## src/rtl/fpsu_ret_pkg.sv

```systemverilog
// Shared types and constants for the FP add/sub retire collector.
//
// Contents:
//   ret_entry_t             one buffered completion record {ret, flags, trap, port}
//   PORT_U1/PORT_U3/PORT_U5 source-port codes carried in ret_entry_t.port
//   FPCSR_TRAPEN_LSB/MSB    location of the trap-enable mask inside fpcsr
//   STALL_MARGIN            free slots that must remain before stall drops
//   port_code()             maps a port index (0..2) to its port code
package fpsu_ret_pkg;

    localparam int RET_CODE_W = 14;
    localparam int FLAG_W     = 6;
    localparam int PORT_W     = 2;

    localparam logic [PORT_W-1:0] PORT_U1 = 2'd0;
    localparam logic [PORT_W-1:0] PORT_U3 = 2'd1;
    localparam logic [PORT_W-1:0] PORT_U5 = 2'd2;

    localparam int FPCSR_TRAPEN_LSB = 0;
    localparam int FPCSR_TRAPEN_MSB = 5;

    // Two worst-case 3-wide cycles can land after stall is raised: one
    // while the registered stall is being computed, one before issue reacts.
    localparam int STALL_MARGIN = 6;

    typedef struct packed {
        logic [RET_CODE_W-1:0] ret;
        logic [FLAG_W-1:0]     flags;
        logic                  trap;
        logic [PORT_W-1:0]     port;
    } ret_entry_t;

    function automatic logic [PORT_W-1:0] port_code(input int idx);
        case (idx)
            0:       return PORT_U1;
            1:       return PORT_U3;
            default: return PORT_U5;
        endcase
    endfunction

endpackage

```

## src/rtl/fpsu_ret_collect_if.sv

```systemverilog
// Bundle of all non-clock signals of the retire collector.
//
// master: the environment (FP unit completions, CSR, writeback consumer)
// slave : the collector itself
//
// Signals:
//   fpcsr[31:0]              FP control/status, [5:0] = trap-enable mask
//   uN_ret / uN_ret_en       completion return code and valid, N = 1,3,5
//   FOOFL0/1/2               exception flags for u1/u3/u5, same cycle as ret_en
//   flush                    pipeline flush
//   wb_valid/wb_ready        head record handshake
//   wb_ret/wb_flags/wb_trap/wb_port   head record fields
//   flag_or_en/flag_or       sticky-flag update for the CSR (1-cycle latency)
//   stall                    registered issue backpressure
//   err_ovf                  sticky overflow error
//
// Handshake: wb_valid is high whenever the FIFO holds at least one record and
// wb_ret/wb_flags/wb_trap/wb_port then describe the oldest one. A record is
// consumed on every rising clk edge where wb_valid && wb_ready (and no flush).
// wb_valid does not depend on wb_ready; the consumer may hold wb_ready high
// permanently. The completion ports have no ready: upstream must honour stall.
interface fpsu_ret_collect_if;
    import fpsu_ret_pkg::*;

    logic [31:0]           fpcsr;
    logic [RET_CODE_W-1:0] u1_ret;
    logic [RET_CODE_W-1:0] u3_ret;
    logic [RET_CODE_W-1:0] u5_ret;
    logic                  u1_ret_en;
    logic                  u3_ret_en;
    logic                  u5_ret_en;
    logic [FLAG_W-1:0]     FOOFL0;
    logic [FLAG_W-1:0]     FOOFL1;
    logic [FLAG_W-1:0]     FOOFL2;
    logic                  flush;
    logic                  wb_ready;
    logic                  wb_valid;
    logic [RET_CODE_W-1:0] wb_ret;
    logic [FLAG_W-1:0]     wb_flags;
    logic                  wb_trap;
    logic [PORT_W-1:0]     wb_port;
    logic                  flag_or_en;
    logic [FLAG_W-1:0]     flag_or;
    logic                  stall;
    logic                  err_ovf;

    modport master (
        output fpcsr, u1_ret, u3_ret, u5_ret, u1_ret_en, u3_ret_en, u5_ret_en,
               FOOFL0, FOOFL1, FOOFL2, flush, wb_ready,
        input  wb_valid, wb_ret, wb_flags, wb_trap, wb_port,
               flag_or_en, flag_or, stall, err_ovf
    );

    modport slave (
        input  fpcsr, u1_ret, u3_ret, u5_ret, u1_ret_en, u3_ret_en, u5_ret_en,
               FOOFL0, FOOFL1, FOOFL2, flush, wb_ready,
        output wb_valid, wb_ret, wb_flags, wb_trap, wb_port,
               flag_or_en, flag_or, stall, err_ovf
    );

endinterface

```

## src/rtl/fpsu_ret_fifo.sv

```systemverilog
// Three-push / one-pop FIFO of ret_entry_t records.
//
// Ports:
//   clk, rst     clock, synchronous active-high reset
//   flush        empties the FIFO (rptr <= wptr) and drops same-cycle pushes/pop
//   npush        number of valid records in push_data (0..3), packed from slot 0
//   push_data    records to write at wptr, wptr+1, wptr+2
//   pop          consume the head (ignored when empty or flushing)
//   head         record at rptr (contents undefined when count == 0)
//   count        current occupancy
//   count_next   occupancy after this cycle's push/pop/flush
//   err_ovf      sticky: a push found too few free slots and records were dropped
//
// DEPTH must be a power of two and at least 8.
module fpsu_ret_fifo
    import fpsu_ret_pkg::*;
#(
    parameter int DEPTH = 8
) (
    input  logic                       clk,
    input  logic                       rst,
    input  logic                       flush,
    input  logic [1:0]                 npush,
    input  ret_entry_t                 push_data [3],
    input  logic                       pop,
    output ret_entry_t                 head,
    output logic [$clog2(DEPTH):0]     count,
    output logic [$clog2(DEPTH):0]     count_next,
    output logic                       err_ovf
);

    localparam int AW = $clog2(DEPTH);
    localparam int CW = AW + 1;

    ret_entry_t    mem [DEPTH];
    // Pointers carry a wrap bit above the slot index.
    logic [CW-1:0] wptr;
    logic [CW-1:0] rptr;
    logic [CW-1:0] count_q;
    logic [CW-1:0] free_slots;
    logic [CW-1:0] count_nx;
    logic [1:0]    n_acc;
    logic          pop_ok;
    logic          ovf;

    assign pop_ok = pop & (count_q != '0) & ~flush;

    // A pop in the same cycle frees its slot for this cycle's pushes, so a
    // full FIFO can still accept one record while draining one.
    always_comb begin
        free_slots = CW'(DEPTH) - count_q + CW'(pop_ok);
        n_acc      = npush;
        ovf        = 1'b0;
        if (flush) begin
            n_acc = 2'd0;
        end else if (CW'(npush) > free_slots) begin
            // Keep the oldest (lowest-slot) records, drop the rest.
            n_acc = free_slots[1:0];
            ovf   = 1'b1;
        end
        if (flush) begin
            count_nx = '0;
        end else begin
            count_nx = count_q + CW'(n_acc) - CW'(pop_ok);
        end
    end

    always_ff @(posedge clk) begin
        if (rst) begin
            wptr    <= '0;
            rptr    <= '0;
            count_q <= '0;
            err_ovf <= 1'b0;
        end else begin
            wptr    <= wptr + CW'(n_acc);
            count_q <= count_nx;
            if (flush) begin
                rptr <= wptr;
            end else begin
                rptr <= rptr + CW'(pop_ok);
            end
            if (ovf) begin
                err_ovf <= 1'b1;
            end
        end
    end

    // Storage is not reset; count gates visibility of every slot.
    always_ff @(posedge clk) begin
        if (!rst) begin
            for (int k = 0; k < 3; k++) begin
                if (k < int'(n_acc)) begin
                    mem[wptr[AW-1:0] + AW'(k)] <= push_data[k];
                end
            end
        end
    end

    assign head       = mem[rptr[AW-1:0]];
    assign count      = count_q;
    assign count_next = count_nx;

endmodule

```

## src/rtl/fpsu_ret_collect.sv

```systemverilog
// Retire/flag collector for the three-port (u1/u3/u5) SIMD FP add/sub unit.
// Packs each cycle's valid completions in u1,u3,u5 order into a 3-push FIFO,
// drains one record per cycle to writeback, produces the sticky-flag OR for
// the FP CSR and a registered issue stall.
//
// Ports:
//   clk  clock
//   rst  synchronous active-high reset
//   bus  fpsu_ret_collect_if.slave (completions, fpcsr, flush, writeback
//        handshake, flag_or, stall, err_ovf)
module fpsu_ret_collect
    import fpsu_ret_pkg::*;
#(
    parameter int DEPTH = 8,
    parameter int RET_W = RET_CODE_W,
    parameter int FLG_W = FLAG_W
) (
    input  logic                     clk,
    input  logic                     rst,
    fpsu_ret_collect_if.slave        bus
);

    localparam int CW = $clog2(DEPTH) + 1;

    logic [2:0]       en;
    logic [RET_W-1:0] ret_in [3];
    logic [FLG_W-1:0] flg_in [3];
    logic [FLG_W-1:0] trap_en;
    ret_entry_t       slot [3];
    logic [1:0]       npush;
    logic [FLG_W-1:0] flag_any;

    ret_entry_t       head;
    logic [CW-1:0]    count;
    logic [CW-1:0]    count_next;
    logic             head_valid;
    logic             fifo_ovf;

    logic             stall_q;
    logic             flag_or_en_q;
    logic [FLG_W-1:0] flag_or_q;
    logic             unused_csr;

    assign en        = {bus.u5_ret_en, bus.u3_ret_en, bus.u1_ret_en};
    assign ret_in[0] = bus.u1_ret;
    assign ret_in[1] = bus.u3_ret;
    assign ret_in[2] = bus.u5_ret;
    assign flg_in[0] = bus.FOOFL0;
    assign flg_in[1] = bus.FOOFL1;
    assign flg_in[2] = bus.FOOFL2;
    assign trap_en   = bus.fpcsr[FPCSR_TRAPEN_MSB:FPCSR_TRAPEN_LSB];
    assign unused_csr = ^bus.fpcsr[31:FPCSR_TRAPEN_MSB+1];

    // Compaction: the k-th valid port (in u1,u3,u5 order) lands in slot k.
    // The trap bit is frozen here so later fpcsr writes don't affect it.
    always_comb begin
        for (int k = 0; k < 3; k++) begin
            slot[k] = '0;
        end
        npush    = 2'd0;
        flag_any = '0;
        for (int p = 0; p < 3; p++) begin
            if (en[p]) begin
                slot[npush].ret   = ret_in[p];
                slot[npush].flags = flg_in[p];
                slot[npush].trap  = |(flg_in[p] & trap_en);
                slot[npush].port  = port_code(p);
                npush             = npush + 2'd1;
                flag_any          = flag_any | flg_in[p];
            end
        end
    end

    fpsu_ret_fifo #(
        .DEPTH (DEPTH)
    ) u_fifo (
        .clk        (clk),
        .rst        (rst),
        .flush      (bus.flush),
        .npush      (npush),
        .push_data  (slot),
        .pop        (head_valid & bus.wb_ready),
        .head       (head),
        .count      (count),
        .count_next (count_next),
        .err_ovf    (fifo_ovf)
    );

    assign head_valid = (count != '0);

    always_ff @(posedge clk) begin
        if (rst) begin
            stall_q      <= 1'b0;
            flag_or_en_q <= 1'b0;
            flag_or_q    <= '0;
        end else begin
            stall_q <= (CW'(DEPTH) - count_next) < CW'(STALL_MARGIN);
            if (bus.flush) begin
                flag_or_en_q <= 1'b0;
                flag_or_q    <= '0;
            end else begin
                flag_or_en_q <= (flag_any != '0);
                flag_or_q    <= flag_any;
            end
        end
    end

    // Head fields are forced to zero when empty so nothing stale is visible.
    assign bus.wb_valid   = head_valid;
    assign bus.wb_ret     = head_valid ? head.ret   : '0;
    assign bus.wb_flags   = head_valid ? head.flags : '0;
    assign bus.wb_trap    = head_valid & head.trap;
    assign bus.wb_port    = head_valid ? head.port  : '0;
    assign bus.flag_or_en = flag_or_en_q;
    assign bus.flag_or    = flag_or_q;
    assign bus.stall      = stall_q;
    assign bus.err_ovf    = fifo_ovf;

endmodule

```

## src/flat_wrapper.sv

```systemverilog
// flat-port wrapper written by rule: the top's interface ports become plain ports
module fpsu_ret_collect_flat import fpsu_ret_pkg::*;
#(
    parameter int DEPTH = 8,
    parameter int RET_W = RET_CODE_W,
    parameter int FLG_W = FLAG_W
)
  (clk, rst, bus_fpcsr, bus_u1_ret, bus_u3_ret, bus_u5_ret, bus_u1_ret_en, bus_u3_ret_en, bus_u5_ret_en, bus_FOOFL0, bus_FOOFL1, bus_FOOFL2, bus_flush, bus_wb_ready, bus_wb_valid, bus_wb_ret, bus_wb_flags, bus_wb_trap, bus_wb_port, bus_flag_or_en, bus_flag_or, bus_stall, bus_err_ovf);
  fpsu_ret_collect_if bus_i ();
  input  logic clk;
  input  logic rst;
  input wire logic [$bits(bus_i.fpcsr)-1:0] bus_fpcsr;
  input wire logic [$bits(bus_i.u1_ret)-1:0] bus_u1_ret;
  input wire logic [$bits(bus_i.u3_ret)-1:0] bus_u3_ret;
  input wire logic [$bits(bus_i.u5_ret)-1:0] bus_u5_ret;
  input wire logic [$bits(bus_i.u1_ret_en)-1:0] bus_u1_ret_en;
  input wire logic [$bits(bus_i.u3_ret_en)-1:0] bus_u3_ret_en;
  input wire logic [$bits(bus_i.u5_ret_en)-1:0] bus_u5_ret_en;
  input wire logic [$bits(bus_i.FOOFL0)-1:0] bus_FOOFL0;
  input wire logic [$bits(bus_i.FOOFL1)-1:0] bus_FOOFL1;
  input wire logic [$bits(bus_i.FOOFL2)-1:0] bus_FOOFL2;
  input wire logic [$bits(bus_i.flush)-1:0] bus_flush;
  input wire logic [$bits(bus_i.wb_ready)-1:0] bus_wb_ready;
  output wire logic [$bits(bus_i.wb_valid)-1:0] bus_wb_valid;
  output wire logic [$bits(bus_i.wb_ret)-1:0] bus_wb_ret;
  output wire logic [$bits(bus_i.wb_flags)-1:0] bus_wb_flags;
  output wire logic [$bits(bus_i.wb_trap)-1:0] bus_wb_trap;
  output wire logic [$bits(bus_i.wb_port)-1:0] bus_wb_port;
  output wire logic [$bits(bus_i.flag_or_en)-1:0] bus_flag_or_en;
  output wire logic [$bits(bus_i.flag_or)-1:0] bus_flag_or;
  output wire logic [$bits(bus_i.stall)-1:0] bus_stall;
  output wire logic [$bits(bus_i.err_ovf)-1:0] bus_err_ovf;
  assign bus_i.fpcsr = bus_fpcsr;
  assign bus_i.u1_ret = bus_u1_ret;
  assign bus_i.u3_ret = bus_u3_ret;
  assign bus_i.u5_ret = bus_u5_ret;
  assign bus_i.u1_ret_en = bus_u1_ret_en;
  assign bus_i.u3_ret_en = bus_u3_ret_en;
  assign bus_i.u5_ret_en = bus_u5_ret_en;
  assign bus_i.FOOFL0 = bus_FOOFL0;
  assign bus_i.FOOFL1 = bus_FOOFL1;
  assign bus_i.FOOFL2 = bus_FOOFL2;
  assign bus_i.flush = bus_flush;
  assign bus_i.wb_ready = bus_wb_ready;
  assign bus_wb_valid = bus_i.wb_valid;
  assign bus_wb_ret = bus_i.wb_ret;
  assign bus_wb_flags = bus_i.wb_flags;
  assign bus_wb_trap = bus_i.wb_trap;
  assign bus_wb_port = bus_i.wb_port;
  assign bus_flag_or_en = bus_i.flag_or_en;
  assign bus_flag_or = bus_i.flag_or;
  assign bus_stall = bus_i.stall;
  assign bus_err_ovf = bus_i.err_ovf;
  fpsu_ret_collect #(.DEPTH(DEPTH), .RET_W(RET_W), .FLG_W(FLG_W)) u_core (.clk(clk), .rst(rst), .bus(bus_i));
endmodule
```

## config.mk

```make
export PLATFORM = sky130hd
export DESIGN_NAME = fpsu_ret_collect_flat
export DESIGN_NICKNAME = d
export VERILOG_FILES = /design/src/rtl/fpsu_ret_pkg.sv /design/src/rtl/fpsu_ret_collect_if.sv /design/src/rtl/fpsu_ret_fifo.sv /design/src/rtl/fpsu_ret_collect.sv /design/src/flat_wrapper.sv
export SDC_FILE = /design/constraint.sdc
export NUM_CORES = 1
export LEC_CHECK = 0
export BUFFER_PORTS_ARGS = -buffer_cell sky130_fd_sc_hd__buf_2
export CAP_MARGIN = 10
export CORE_MARGIN = 2
export CORE_UTILIZATION = 57
export DETAILED_ROUTE_END_ITERATION = 7
export GPL_TIMING_DRIVEN = 0
export PLACE_DENSITY = 0.77
export SETUP_SLACK_MARGIN = 0.15
export SYNTH_ARGS = -nofsm -noshare
export SYNTH_HDL_FRONTEND = slang
export SYNTH_SLANG_ARGS = --single-unit
```

## constraint.sdc

```tcl
create_clock -name clk -period 12.3 [get_ports clk]
set_input_delay 1.845 -clock clk [delete_from_list [all_inputs] [get_ports clk]]
set_output_delay 1.845 -clock clk [all_outputs]
set_load 0.005 [all_outputs]
```

# Yosys cells after proc, flatten, opt, wreduce, memory -nomap -nowiden

Memory sizes are Yosys's and may differ from the RTL's. A register that Yosys moved wholly into a read port is not among the register bits.
Index checks and enable logic that the tools add are counted.

$lt $le $gt $ge: 9
Bitwise logic cells: 12
Reduce and logical (&&, ||, !) cells: 8
Add/subtract/negate cells: 11
Multiplexer cells: 54

Operators by type and width:

| cell                                                                 | count |
|---|---|
| 69-bit bitwise mux                                                   | 8 |
| 23-bit demux with 2-bit select                                       | 8 |
| 69-bit two-way mux                                                   | 2 |
| 23-bit two-way mux                                                   | 3 |
| 6-bit two-way mux                                                    | 4 |
| 6-bit AND                                                            | 3 |
| 2-bit two-way mux                                                    | 9 |
| 9-bit two-way mux                                                    | 2 |
| 6-bit OR reduction                                                   | 3 |
| 14-bit two-way mux                                                   | 1 |
| 1-bit two-way mux                                                    | 12 |
| 6-bit OR                                                             | 2 |
| 3-bit two-way mux                                                    | 3 |
| 4-bit by 1-bit adder with 4-bit output                               | 2 |
| 4-bit by 2-bit adder with 4-bit output                               | 2 |
| 4-bit two-way mux                                                    | 2 |
| 4-bit subtractor, first input constant                               | 2 |
| 3-bit greater-or-equal comparator, second input constant             | 2 |
| 3-bit by 1-bit < comparator with 1-bit output, second input constant | 2 |
| 6-bit nonzero test                                                   | 1 |
| 1-bit AND                                                            | 4 |
| 2-bit by 4-bit > comparator with 1-bit output                        | 1 |
| 1-bit by 2-bit < comparator with 1-bit output, first input constant  | 2 |
| 4-bit by 3-bit < comparator with 1-bit output, second input constant | 1 |
| 12 further kinds                                                     | 13 |

Output and inout port bits: 33
Register bits: 21
Memories kept: 1
Memory bits (writable): 184
Logic and storage cells: 102
Bits of input ports: 99

Memory list:

| memory            | words | width | read ports | clocked after memory_dff | write ports | line                | source |
|---|---|---|---|---|---|---|---|
| u_core.u_fifo.mem | 8     | 23    | 1          | 1                        | 3           | fpsu_ret_fifo.sv:35 | `ret_entry_t mem [DEPTH];` |

# Logic depth before layout (Yosys ltp)

Gate-level depths: netlist (run 1).

Word-level depth: 16
Mapped depth: 26

# Modules after synthesis

A second synthesis (run 1) with hierarchy kept.

Cells, all modules: 1767
Area, all modules: 16400.7 um^2

Modules (own cells, without submodules):

| module           | cells each | seq. area each (um^2) | instances | area each (um^2) |
|---|---|---|---|---|
| fpsu_ret_fifo    | 1553       | 5745.5                | 1         | 14910.6 |
| fpsu_ret_collect | 214        | 160.2                 | 1         | 1490.2 |

# Worst setup path before layout (run 1)

OpenSTA, ideal clock, no wires.

Kind: input to register
Start point: input port bus_flush
End point: memory u_core.u_fifo.mem[0][0] (netlist name) (enable)
Required time: 11815 ps
Arrival time: 7191 ps
Path buffers: 3
Setup slack: 4624 ps
Stages: 15
Cell sequence: clkbuf_1 > clkbuf_1 > nand3b_1 > ha_1 > inv_1 > ha_1 > inv_1 > ha_1 > nor2b_1 > o211ai_2 > nor2_1 > buf_4 > a31oi_1 > nand2_1 > o311ai_0

RTL lines:

| item            | line                | source |
|---|---|---|
| start, declared | flat_wrapper.sv:22  | `input wire logic [$bits(bus_i.flush)-1:0] bus_flush;` |
| end, declared   | fpsu_ret_fifo.sv:35 |  |

==> results of run 1 <==
## power by group through the flow
| stage | clock network (mW) | logic (mW) | registers, mW |
|---|---|---|---|
| after floorplan | 0 | 0.582 | 0.901 |
| after global placement | 0 | 0.828 | 0.915 |
| after detailed placement | 0 | 0.875 | 0.905 |
| after CTS | 0.642 | 0.881 | 0.891 |
| after global routing | 0.670 | 0.962 | 0.898 |
| final | 0.641 | 0.892 | 0.892 |
## path summary, 6_finish.rpt
path                                from                      end  slack [ps]  cells past startpoint
setup reg to reg  u_core.u_fifo.count[2]  u_core.u_fifo.mem[0][9]        6940                     19
setup / recovery               bus_flush  u_core.u_fifo.mem[0][9]        6080                     17
hold / removal     u_core.u_fifo.err_ovf    u_core.u_fifo.err_ovf         470                      2
hold reg to reg    u_core.u_fifo.err_ovf    u_core.u_fifo.err_ovf         470                      2
## cell families (layout without fill, tap and decap cells)
kind of cell / count (synthesis) / in the layout
XOR/XNOR: 12 / 12
flip-flops: 203 / 203
buffers and inverters: 100 / 258
multiplexers: 429 / 429
AND/OR/NAND/NOR: 185 / 185
AO/OA/AOI/OAI: 99 / 99
adder cells (fa/ha/maj): 21 / 21
## area by class of cell
cell class                      instances  area share [%]
Clock buffer                           28            3.92
Buffer                                 81            2.82
Tap cell                              313            2.58
Multi-Input combinational cell        746            46.1
Inverter                               19           0.470
Timing Repair Buffer                  120            4.67
Clock inverter                         10           0.478
Sequential cell                       203            38.9
## registers in the layout (all words and copies together), names as in the netlist
register,count
u_core.u_fifo.err_ovf,1
u_core.u_fifo.count,4
u_core.u_fifo.rptr,3
u_core.bus.stall,1
u_core.u_fifo.wptr,3
u_core.bus.flag_or_en,1
u_core.bus.flag_or,6
u_core.u_fifo.mem,184
## synth_stat cells (all sizes together) (10+ instances only)
master  number
mux2i      379
nand3       11
mux4        46
nand2       40
nor3        13
xnor2       10
a21oi       10
buf         48
dfxtp       19
a22o        21
nor2        91
a221oi      20
ha          19
inv         19
edfxtp     184
clkbuf      33
## worst max-delay path, stage by stage
cell,delay [ps]
clkbuf_1,210
clkbuf_1,420
nand3b_1,200
ha_1,190
inv_1,50
ha_1,300
inv_1,160
ha_1,260
nor2b_1,150
o211ai_2,250
nor2_1,150
buf_4,220
a31oi_1,320
nand2_1,190
o311ai_2,890
buf_4,360
buf_4,250
## per-layer routing
layer	up-vias	global-route usage [%]	routed length, um
met2	567	53.0	18600
met3	115	6.86	3840
met1	4905	42.7	15600
met5	-	0	0
met4	0	13.1	1700
li1	4360	-	-
==> metrics, run 1 <==
number of port buffers=just over 100; final instance area=approximately 0.015 mm2; initial antenna violation count=0; GPL Wtd Cong=between 0.8 and 0.9; CTS Buf Count=23; dpl cells=between 1000 and 1500; number of flops mapped to enable cells by yosys=between 150 and 200; final hold viol count=0; Iter 0 DRT Violations=roughly 900; Adder-Cell Fraction of Synth Area=about 2.1%; area of the core=roughly 0.023 mm2; Pwr Total=2.43 mW; leakage power=6.92 nW; sw frac=between 30% and 40%; routed length per instance=around 26 um; Max rail drop VDD=0.180 mV; first-pass GRT wire length=around 60 mm; final hold slack=approximately 470 ps; outcome=finished clean; Worst Hold Class=register to register; switching pwr=between 0.8 and 0.9 mW; total gr overflow=0; clock power share=around a quarter; Seq cells post-synth=roughly 200; CP Capture Type=register; part of the power in combinational logic=a little under two fifths; Fillers=roughly 1800; multiplexer share of the synthesized area=36.5%; Seq/Total Area, Yosys=around 44%; CTS tree=yes; most area-hungry cell type in the Yosys netlist=edfxtp_1; setup TNS=0 ps; post-layout util=roughly two thirds; critical setup path kind=primary input to register; post-CTS setup buffers=0; row count=55; FF/Latch Area=between 0.005 and 0.006 mm2; Die W=approximately 160 um; Num Clock Sinks=just over 200; CTS Root Cell=clkbuf_16; Worst Max-Slew Pin Slew=1150 ps; DR vias=around 9900; top cells by area, synth=edfxtp_1, mux2i_1, mux4_2, dfxtp_1, nor2_1; power density cells=approximately 160 mW/mm2; fin nets=1314; post-synthesis xor/xnor area fraction=less than 1%; critical path launch point type=primary input; mean area per synthesized cell=12.7 um2; final wirelength=39.7 mm; die area=approximately 0.025 mm2; io pins=around 130; number of setup violations in the final report=0; depth of the CTS H-tree=1; DR DRC count=0; Netlist cell types=55; Bufs on Longest Clock Path=3; Post-Synth Simple-Gate Area=6.46%; Tot GR Track Use=32.5%; Placed Area=about 0.014 mm2; Async S/R FF share, synth=0%; YS warnings=0; DR vias/cell=~6.5; clock transition at the registers of the reported paths=60 ps; dpl ws=between 5000 and 6000 ps; Layout Cells excl Fill=around 1500; Int Pwr=1.58 mW; Final Critical Period=approximately 6200 ps; Primary FF master, synth=edfxtp_1; RSZ-0062 raised after global routing=false; commonest cells after routing, fill and taps aside=mux2i_1, edfxtp_1, buf_2, nor2_1, mux4_2; worst rel slew slack=23.4%; First-pass DRT Iterations=5; largest family of logic cells by synthesized area=multiplexers; largest net degree at the start of global routing=19; fin. max-slew vios=0; Area Overhead vs Synth=13.6%; Post-DRT Antenna Nets=0; Multi-input gate area=roughly 0.007 mm2; Clock Skew=~20 ps; fmax=around 0.16 GHz; Post-CTS Hold Fix Bufs=0; antenna fix cells=0; final worst setup slack=6080 ps; fraction of final layout cells sized beyond drive strength 1=21.8%; Reg power frac=a little under two fifths; top cell type's share of synthesized area=roughly 41%; Compound-Gate Fraction of Synth Area=between 6 and 7%; Cell Area, Synth=~0.013 mm2; most common cell after layout, fill and taps aside=mux2i_1; crit share post-route=50.6%; clock latency on the worst-skew pair=roughly 520 ps; Max-Cap Viols=0; post_cts resized=0; Synth Instances=between 1000 and 1500; vias in the first global route=10318; Worst Path Required=~13000 ps; Worst EP arrival=6440 ps; hpwl dp=between 20 and 30 mm; initial core utilization=58.4%; die height=157 um; CP Max Fanout=10; Synth Net Count=1169
Power figures use the tool's default switching activity.
==> inputs of run 2 (changes only) <==
--- a/config.mk
+++ b/config.mk
@@ -8,10 +8,10 @@
 export BUFFER_PORTS_ARGS = -buffer_cell sky130_fd_sc_hd__buf_2
 export CAP_MARGIN = 10
 export CORE_MARGIN = 2
-export CORE_UTILIZATION = 57
+export CORE_UTILIZATION = 55
 export DETAILED_ROUTE_END_ITERATION = 7
 export GPL_TIMING_DRIVEN = 0
-export PLACE_DENSITY = 0.77
+export PLACE_DENSITY = 0.78
 export SETUP_SLACK_MARGIN = 0.15
 export SYNTH_ARGS = -nofsm -noshare
 export SYNTH_HDL_FRONTEND = slang
==> constraint.sdc (replaced) <==
create_clock -name clk -period 5.7 [get_ports clk]
set_input_delay 0.855 -clock clk [delete_from_list [all_inputs] [get_ports clk]]
set_output_delay 0.855 -clock clk [all_outputs]
set_load 0.005 [all_outputs]
==> run 2 against run 1 <==
  * Power increased by 130%
  * Core utilization is 2.4 points lower
  * Die area increased by 3.5%
  * Wire length increased by 2.6%
  * Sequential share of layout area down 0.53 points
  * Flip-flop and latch count stayed put
  * Register-to-register slack lost 6200 ps
  * Clock power increased by 150%
  * Count of clock-buffer cells in the layout rose by 2
  * Combinational power rose by 120%
  * Critical path depth increased by 5
  * Largest power group is now combinational logic
  * Highest routed layer unchanged
==> metrics, run 2 (same netlist as run 1, synthesis figures left out) <==
outcome=finished clean (unchanged); power density cells=359 mW/mm2 (was 160 mW/mm2); RR Endpoint=u_core.bus.stall (was u_core.u_fifo.mem[0][9]); Die W=160 um (was 157 um); vias in the first global route=10196 (was 10318); fin. max-slew vios=0 (unchanged); CTS tree=yes (unchanged); antenna fix cells=0 (unchanged); number of port buffers=103 (unchanged); Hold Path End=u_core.u_fifo.err_ovf (unchanged); GPL Wtd Cong=0.885 (was 0.896); leakage power=7.01 nW (was 6.92 nW); CP Max Fanout=10 (unchanged); DR vias=10127 (was 9947); Crit path max-delay family=adder cells (was buffers and inverters); CP max stage delay=440 ps (was 890 ps); number of setup violations in the final report=0 (unchanged); clock power share=28.9% (was 26.4%); sw frac=34.1% (was 34.8%); commonest cells after routing, fill and taps aside=mux2i_1, edfxtp_1, buf_2, nor2_1, mux4_2 (unchanged); Hold Crit Start=u_core.u_fifo.err_ovf (unchanged); Max rail drop VDD=0.459 mV (was 0.180 mV); worst-path cell chain=buf_2 > clkbuf_1 > inv_1 > ha_1 > and2_0 > clkbuf_2 > nor2_1 > ha_1 > nor2b_1 > o211ai_2 > nor2_1 > buf_4 > o21ai_0 > nand2b_1 > ha_1 > inv_1 > ha_1 > fa_1 > xnor2_1 > o211ai_1 > xnor2_1 > a211oi_1 (was clkbuf_1 > clkbuf_1 > nand3b_1 > ha_1 > inv_1 > ha_1 > inv_1 > ha_1 > nor2b_1 > o211ai_2 > nor2_1 > buf_4 > a31oi_1 > nand2_1 > o311ai_2 > buf_4 > buf_4); Reg2Reg Depth=24 (was 19); routed length per instance=26.5 um (was 26.1 um); DR DRC count=0 (unchanged); max FFs per register=184 (unchanged); Fillers=1825 (was 1763); area of the core=0.0240 mm2 (was 0.0228 mm2); Bufs on Longest Clock Path=3 (unchanged); clock latency on the worst-skew pair=540 ps (was 520 ps); Slowest-stage cell, CP=fa_1 (was o311ai_2); Clock Skew=22.8 ps (was 19.6 ps); hpwl dp=27.7 mm (was 27.1 mm); DR vias/cell=6.59 (was 6.54); most common cell after layout, fill and taps aside=mux2i_1 (unchanged); Layout Cells excl Fill=1536 (was 1520); part of the power in combinational logic=36.1% (was 36.8%); switching pwr=1.88 mW (was 0.843 mW); internal reg-to-reg setup slack=720 ps (was 6940 ps); largest net degree at the start of global routing=15 (was 19); Worst Hold Class=register to register (unchanged); Post-DRT Antenna Nets=0 (unchanged); GR peak layer=met2 (unchanged); critical setup path kind=primary input to register (unchanged); CTS Root Cell=clkbuf_16 (unchanged); reg2reg start=u_core.u_fifo.count[2] (unchanged); fraction of final layout cells sized beyond drive strength 1=22.4% (was 21.8%); die area=0.0255 mm2 (was 0.0247 mm2); Area Overhead vs Synth=15.2% (was 13.6%); RSZ-0062 raised after global routing=false (unchanged); Int Pwr=3.64 mW (was 1.58 mW); io pins=132 (unchanged); crit share post-route=around 89%; clock transition at the registers of the reported paths=60 ps (about the same); met1 Track Usage GR=43.4% (was 42.7%); final wirelength=40.8 mm (was 39.7 mm); Worst EP arrival=5520 ps (was 6440 ps); WP buf/inv=6 (was 7); First-pass DRT Iterations=8 (was 5); initial core utilization=55.5% (was 58.4%); total gr overflow=0 (unchanged); Max-Cap Viols=0 (unchanged); row count=57 (was 55); initial antenna violation count=0 (unchanged); Tot GR Track Use=31.7% (was 32.5%); Iter 0 DRT Violations=1146 (was 904); Worst Path Required=6130 ps (was 12520 ps); fin nets=1315 (was 1314); die height=160 um (was 157 um); CP dominant cell by count=ha_1; CTS Buf Count=23 (unchanged); Reg power frac=34.9% (was 36.8%); dpl cells=1492 (was 1481); routing usage on met2=50.7% (was 53.0%); critical path launch point type=primary input (unchanged); hold-critical path depth=2 (unchanged); fmax=approximately 0.20 GHz; Final Critical Period=around 5100 ps; final hold viol count=0 (unchanged); Worst Max-Slew Pin Slew=1160 ps (was 1150 ps); depth of the CTS H-tree=1 (unchanged); final worst setup slack=608 ps (was 6080 ps); CP Capture Type=register (unchanged); worst rel slew slack=22.9% (was 23.4%); Num Clock Sinks=203 (unchanged); first-pass GRT wire length=61.3 mm (was 59.8 mm); dpl ws=-248 ps (was 5590 ps); global routing usage on met3=5.77% (was 6.86%)
==> run 2: area by class of cell <==
cell class | instances | area (um2) | share of cell area [%]
multi-input combinational | 746 | 7020 | 45.6
sequential | 203 | 5910 | 38.4
timing repair buffer | 121 | 757 | 4.92
clock buffer | 30 | 602 | 3.91
buffer | 81 | 430 | 2.80
tap | 324 | 405 | 2.64
clock inverter | 12 | 186 | 1.21
inverter | 19 | 71.3 | 0.464
==> run 2: power by group through the flow <==
stage	sequential (mW)	combinational, mW	clock [mW]
final	1.93	1.99	1.60
after global routing	1.94	2.15	1.65
after CTS	1.92	1.95	1.59
after detailed placement	1.95	1.93	0
after global placement	1.96	1.81	0
after floorplan	1.94	1.26	0
==> run 2: worst max-delay path by stage <==
stage | slack (ps) | end | depth (start not counted) | start
floorplan | -100 | u_core.u_fifo.mem[3][0] | 13 | bus_flush
global placement | -2570 | u_core.u_fifo.mem[3][7] | 15 | u_core.u_fifo.count[2]
detailed placement | -250 | u_core.bus.stall | 24 | u_core.u_fifo.count[2]
CTS | 240 | u_core.bus.stall | 24 | u_core.u_fifo.count[2]
global route | 170 | u_core.bus.stall | 23 | bus_flush
finish | 610 | u_core.bus.stall | 22 | bus_u3_ret_en
==> run 2: repair_timing <==
action                     CTS  global route
pin swaps                    0             0
setup endpoints to repair  113            93
resized for setup            1             6
hold buffers                 0             0
setup buffers                0             1
==> run 2: metrics by stage <==
stage,hold WS (ps),setup TNS [ps],power (mW),util (%),area (um2)
finish,487,0,5.51,64.0,15400
global route,514,0,5.74,64.0,15400
CTS,494,0,5.46,63.8,15300
detailed placement,479,-6940,3.89,60.5,14600
global placement,453,-287020,3.77,59.4,14300
floorplan,465,-7030,3.20,-,13400
==> run 2: layer usage <==
metal	routed length [um]	part of all wire (%)	vias to the layer above
li1	-	-	4365
met3	4490	11	114
met5	0	0	-
met2	18900	46	657
met4	1520	3.7	0
met1	15900	39	4991
==> run 2: worst reg2reg max path, cell delays in order (launching register included) <==
cell and delay, ps:
dfxtp_1 380, inv_1 80, ha_1 190, nor3b_4 150
inv_1 80, nand3b_1 130, ha_1 240, inv_1 60
ha_1 250, inv_1 150, ha_1 270, nor2b_1 150
o211ai_2 250, nor2_1 140, buf_4 220, o21ai_0 290
nand2b_1 100, ha_1 280, inv_1 40, ha_1 200
fa_1 440, xnor2_1 280, o211ai_1 150, xnor2_1 150
a211oi_1 220
